`src/rtl/arb_pkg.sv`:
```
// Shared definitions for the round-robin arbiter family: sizes, state
// encoding, reset pointer and a one-hot helper.
package arb_pkg;

    localparam int N_REQ = 4;
    localparam int IDX_W = 2;

    typedef enum logic [0:0] {
        IDLE = 1'b0,
        BUSY = 1'b1
    } arb_state_e;

    localparam logic [IDX_W-1:0] PTR_RESET = 2'd0;

    function automatic logic [N_REQ-1:0] idx_to_onehot(input logic [IDX_W-1:0] idx);
        return 4'b0001 << idx;
    endfunction

endpackage

```
`src/rtl/rr_pick4.sv`:
```
// Combinational rotating priority encoder: finds the first set request
// bit scanning from ptr upward, modulo 4.
module rr_pick4
    import arb_pkg::*;
(
    input  logic [N_REQ-1:0] req,
    input  logic [IDX_W-1:0] ptr,
    output logic [IDX_W-1:0] idx,
    output logic             any
);

    logic [N_REQ-1:0] rotated_s;
    logic [IDX_W-1:0] offset_s;

    // Rotate the requests so that bit 0 is the requester at ptr.
    always_comb begin
        rotated_s = req;
        case (ptr)
            2'd0:    rotated_s = req;
            2'd1:    rotated_s = {req[0],   req[3:1]};
            2'd2:    rotated_s = {req[1:0], req[3:2]};
            2'd3:    rotated_s = {req[2:0], req[3]};
            default: rotated_s = req;
        endcase
    end

    // Fixed-priority search over the rotated vector.
    always_comb begin
        offset_s = 2'd0;
        casez (rotated_s)
            4'b???1: offset_s = 2'd0;
            4'b??10: offset_s = 2'd1;
            4'b?100: offset_s = 2'd2;
            4'b1000: offset_s = 2'd3;
            default: offset_s = 2'd0;
        endcase
    end

    assign idx = ptr + offset_s;
    assign any = |req;

endmodule

```
`src/rtl/rr_arbiter_4.sv`:
```
// Four-way round-robin arbiter with registered one-hot grant, release
// handshake and an optional hold-time limit.
module rr_arbiter_4
    import arb_pkg::*;
#(
    parameter int MAX_HOLD = 8
) (
    input  logic             clk,
    input  logic             rst,
    input  logic [N_REQ-1:0] req,
    input  logic             done,
    output logic [N_REQ-1:0] gnt,
    output logic [IDX_W-1:0] gnt_idx,
    output logic             gnt_valid,
    output logic             timeout
);

    localparam int CNT_W = (MAX_HOLD > 2) ? $clog2(MAX_HOLD) : 1;
    localparam logic [CNT_W-1:0] CNT_LAST = CNT_W'((MAX_HOLD > 0) ? MAX_HOLD - 1 : 0);
    localparam bit HOLD_LIMIT_EN = (MAX_HOLD != 0);

    arb_state_e       state_r;
    logic [IDX_W-1:0] ptr_r;
    logic [CNT_W-1:0] cnt_r;

    logic [IDX_W-1:0] pick_idx_s;
    logic             pick_any_s;
    logic             owner_req_s;
    logic             limit_hit_s;
    logic             release_s;

    rr_pick4 u_pick (
        .req (req),
        .ptr (ptr_r),
        .idx (pick_idx_s),
        .any (pick_any_s)
    );

    // Release conditions for the current owner; only meaningful in BUSY.
    always_comb begin
        owner_req_s = req[gnt_idx];
        limit_hit_s = 1'b0;
        if (HOLD_LIMIT_EN) begin
            limit_hit_s = (cnt_r == CNT_LAST);
        end else begin
            limit_hit_s = 1'b0;
        end
        release_s = done || !owner_req_s || limit_hit_s;
    end

    // Arbiter FSM with registered grant, pointer, hold counter and timeout.
    always_ff @(posedge clk or posedge rst) begin
        if (rst) begin
            state_r   <= IDLE;
            ptr_r     <= PTR_RESET;
            cnt_r     <= '0;
            gnt       <= 4'b0000;
            gnt_idx   <= 2'd0;
            gnt_valid <= 1'b0;
            timeout   <= 1'b0;
        end else begin
            case (state_r)
                IDLE: begin
                    timeout <= 1'b0;
                    cnt_r   <= '0;
                    if (pick_any_s) begin
                        gnt       <= idx_to_onehot(pick_idx_s);
                        gnt_idx   <= pick_idx_s;
                        gnt_valid <= 1'b1;
                        state_r   <= BUSY;
                    end else begin
                        gnt       <= 4'b0000;
                        gnt_idx   <= 2'd0;
                        gnt_valid <= 1'b0;
                        state_r   <= IDLE;
                    end
                end
                BUSY: begin
                    if (release_s) begin
                        gnt       <= 4'b0000;
                        gnt_idx   <= 2'd0;
                        gnt_valid <= 1'b0;
                        ptr_r     <= gnt_idx + 2'd1;
                        cnt_r     <= '0;
                        // A hold-limit release coinciding with done or a drop is a normal release.
                        timeout   <= limit_hit_s && !done && owner_req_s;
                        state_r   <= IDLE;
                    end else begin
                        cnt_r   <= cnt_r + CNT_W'(1);
                        timeout <= 1'b0;
                        state_r <= BUSY;
                    end
                end
                default: begin
                    state_r   <= IDLE;
                    gnt       <= 4'b0000;
                    gnt_idx   <= 2'd0;
                    gnt_valid <= 1'b0;
                    timeout   <= 1'b0;
                    cnt_r     <= '0;
                end
            endcase
        end
    end

endmodule
```
`config.mk`:
```
export PLATFORM = sky130hd
export DESIGN_NAME = rr_arbiter_4
export DESIGN_NICKNAME = d
export VERILOG_FILES = /design/src/rtl/arb_pkg.sv /design/src/rtl/rr_pick4.sv /design/src/rtl/rr_arbiter_4.sv
export SDC_FILE = /design/constraint.sdc
export NUM_CORES = 1
export LEC_CHECK = 0
export BUFFER_PORTS_ARGS = -buffer_cell sky130_fd_sc_hd__buf_4
export CAP_MARGIN = 20
export CORE_MARGIN = 4
export CORE_UTILIZATION = 48
export DETAILED_ROUTE_END_ITERATION = 10
export GPL_ROUTABILITY_DRIVEN = 0
export GPL_TIMING_DRIVEN = 0
export PLACE_DENSITY = 0.7
export SLEW_MARGIN = 25
export SYNTH_ARGS = -nofsm -noshare
export SYNTH_HDL_FRONTEND = slang
export SYNTH_SLANG_ARGS = --single-unit
```
`constraint.sdc`:
```
create_clock -name clk -period 1.7 [get_ports clk]
set_input_delay 0.085 -clock clk [delete_from_list [all_inputs] [get_ports clk]]
set_output_delay 0.085 -clock clk [all_outputs]
set_load 0.02 [all_outputs]
```
==> run metrics <==
status finished with violations; failing checks setup timing; boundary pin count 15; crit path kind reg2reg; largest net degree at the start of global routing 15; min Tclk post-route 1.88 ns; CTS tree yes; Synth Warn # 0; clk buf depth 2; fraction of layout cells with a size suffix above 1 40.5%; worst clock skew 0.0107 ns; PortBufs 12; post-placement setup slack -0.148 ns; relative slew slack 64.7%; total core area 1590 µm²; die span in x 50.2 µm; fmax 532 MHz; NetSw 0.000746 W; Row Count 14; vias per inst 5.78; starting density of the core 53.7%; synthesized area 856 µm²; sequential-to-total area share from yosys stat 40.9%; grt ovf 0; die area 2520 µm²; global-route wire length before repair 3140 µm; Synth Net Count 101; type of the most critical hold path in2reg; Total Nets Final 123; Hold WS 0.103 ns; GRT Total Usage 15.7%; fin crit share 111%; remaining antenna violation count 0; cell taking the most area after synthesis dfrtp_1; endpoint type of the worst setup path flip-flop; Root Buffer clkbuf_4; Placement Cell Area 1010 µm²; vias in the first global route 724; final number of hold-violating endpoints 0; Worst-path clk slew 0.08 ns; DRT Wirelength 1850 µm; Fin Setup TNS -0.709 ns; fillcell total 133; internal power 0.00101 W; clock sink count 14; final instance area 1130 µm²; worst skew pair latency 0.28 ns; drt drc 0; synth top area cells dfrtp_1, nand3_1, ha_1; cell count after synthesis 91; antenna violations before repair 0; Max Cap Viol 0; sequential share of power 29.2%; Max Transition Viols Final 0; Pleak 0.520 nW; dpl hpwl 1260 µm; Synth cell types 29; crit-path max FO 7; CTS Buf Count 3; Final Power 0.00176 W; WL met1 873 µm; DR iter-0 viols 15; critical path launch point type flip-flop; crit path DAT 2.09 ns; Comb power frac 60.5%; Layout area overhead 32.5%; PD cells 1550 nW/µm²; sw frac 42.4%; WL/cell 13.7 µm; vias post-DR 780; Die H 50.2 µm; Synth top area share 40.9%; peak supply drop 880 µV; Ant. Diodes 0; RSZ-0062 raised after global routing true; DR pass1 iterations 4; Setup violations, final 5; worst slew pin tran 0.528 ns; H-tree depth 1; met2 WL 845 µm; Final Worst Setup Slack -0.180 ns; power share of the clock group 10.3%; DR WL met3 95 µm; Worst Path Required 1.91 ns; Synth Area per Inst 9.40 µm²; Synth Register Bits 14; top routing layer used met4
## registers in the layout, indices dropped and copies added, names as in the netlist
name and count:
cnt_r 3, gnt 4, gnt_idx 2, gnt_valid 1
timeout 1, state_r 1, ptr_r 2
## area by class of cell
class                           instances  area (µm²)  area share (%)
Sequential cell                        14         350            30.9
Tap cell                               24        30.0            2.65
Clock buffer                            3        22.5            1.99
Inverter                                4        17.5            1.55
Multi-Input combinational cell         69         542            47.8
Buffer                                  4        41.3            3.64
Timing Repair Buffer                   17         130            11.5
## layout by cell type (no fill, tap or decap), types with 2 or more instances in the layout
cell,count
a21o_1,2
inv_1,3
clkbuf_4,3
ha_1,2
nor2_1,7
nand2_1,6
o21ai_1,3
o21ai_0,3
and3_4,2
a21oi_1,5
dfrtp_1,14
nor3_1,2
o211ai_1,5
nor3b_2,2
buf_6,3
nor3_2,2
nand3_1,8
and2_2,2
buf_4,17
## stage by stage
step	utilization, %	cells
after detailed placement	63.1	127
after global placement	63.1	127
after floorplan	-	91
after global routing	71.1	135
final	71.1	135
after CTS	67.5	134
## logic make-up after synthesis
family	count (synthesis)	synth area share (%)
buf+inv	8	5.85
mux	1	2.63
compound gates	25	19.0
flops	14	40.9
simple gates	37	24.1
fa+ha+maj	3	4.39
xor+xnor	3	3.07
## critical path, cell delays in order, from the launching register on
cell and delay [ns]:
dfrtp_1 0.40, buf_6 0.15, buf_4 0.14, a21oi_2 0.10, o211ai_1 0.11, ha_2 0.24
xnor2_2 0.24, and3_4 0.24, o21ai_0 0.10, nand3_2 0.10
## synthesized netlist by cell type
cell and number:
buf_2 1, a31oi_1 1, buf_6 2, nor4_1 1
nand2_1 6, a22o_1 1, xnor2_1 2, o21ai_0 7
nor3_1 5, and2b_1 1, a21boi_2 1, and2_2 2
o211ai_1 5, a32o_1 1, a21o_2 1, nand3_1 9
xor2_1 1, nand3b_4 1, mux4_2 1, nor2_4 1
inv_1 4, a21oi_1 6, buf_4 1, and3_1 2
a21o_1 2, ha_1 3, nor2_1 7, dfrtp_1 14
nor3b_1 2
## worst paths after layout
kind | startpoint | to | slack, ns | depth (start not counted)
min in group asynchronous | rst | cnt_r[0] | 0.39 | 3
max in group asynchronous | rst | cnt_r[2] | 0.95 | 3
worst max-delay path | ptr_r[0] | gnt[3] | -0.18 | 9
worst min register to register | cnt_r[0] | cnt_r[0] | 0.44 | 1
worst max register to register | ptr_r[0] | gnt[3] | -0.18 | 9
worst min-delay path | done | timeout | 0.10 | 3
## power by group through the flow
stage               Clock (W)  Sequential (W)  Combinational (W)
floorplan                   0        0.000577           0.000579
global placement            0        0.000524           0.000835
detailed placement          0        0.000527           0.000845
CTS                  0.000188        0.000517           0.000937
global route         0.000200        0.000535            0.00117
finish               0.000181        0.000514            0.00106
## routing by layer
metal | up-vias | track usage, %
met4 | 0 | 1.84
met5 | - | 0
met3 | 8 | 4.73
li1 | 371 | -
met1 | 374 | 22.5
met2 | 27 | 24.1
## timing repair
item	in CTS	in global routing
pin swaps	8	12
hold buffers	1	0
endpoints found under the hold margin	14	0
resized for setup	2	12
setup endpoints to repair	5	5
buffers inserted	3	1
(Power assumes the default switching activity.)
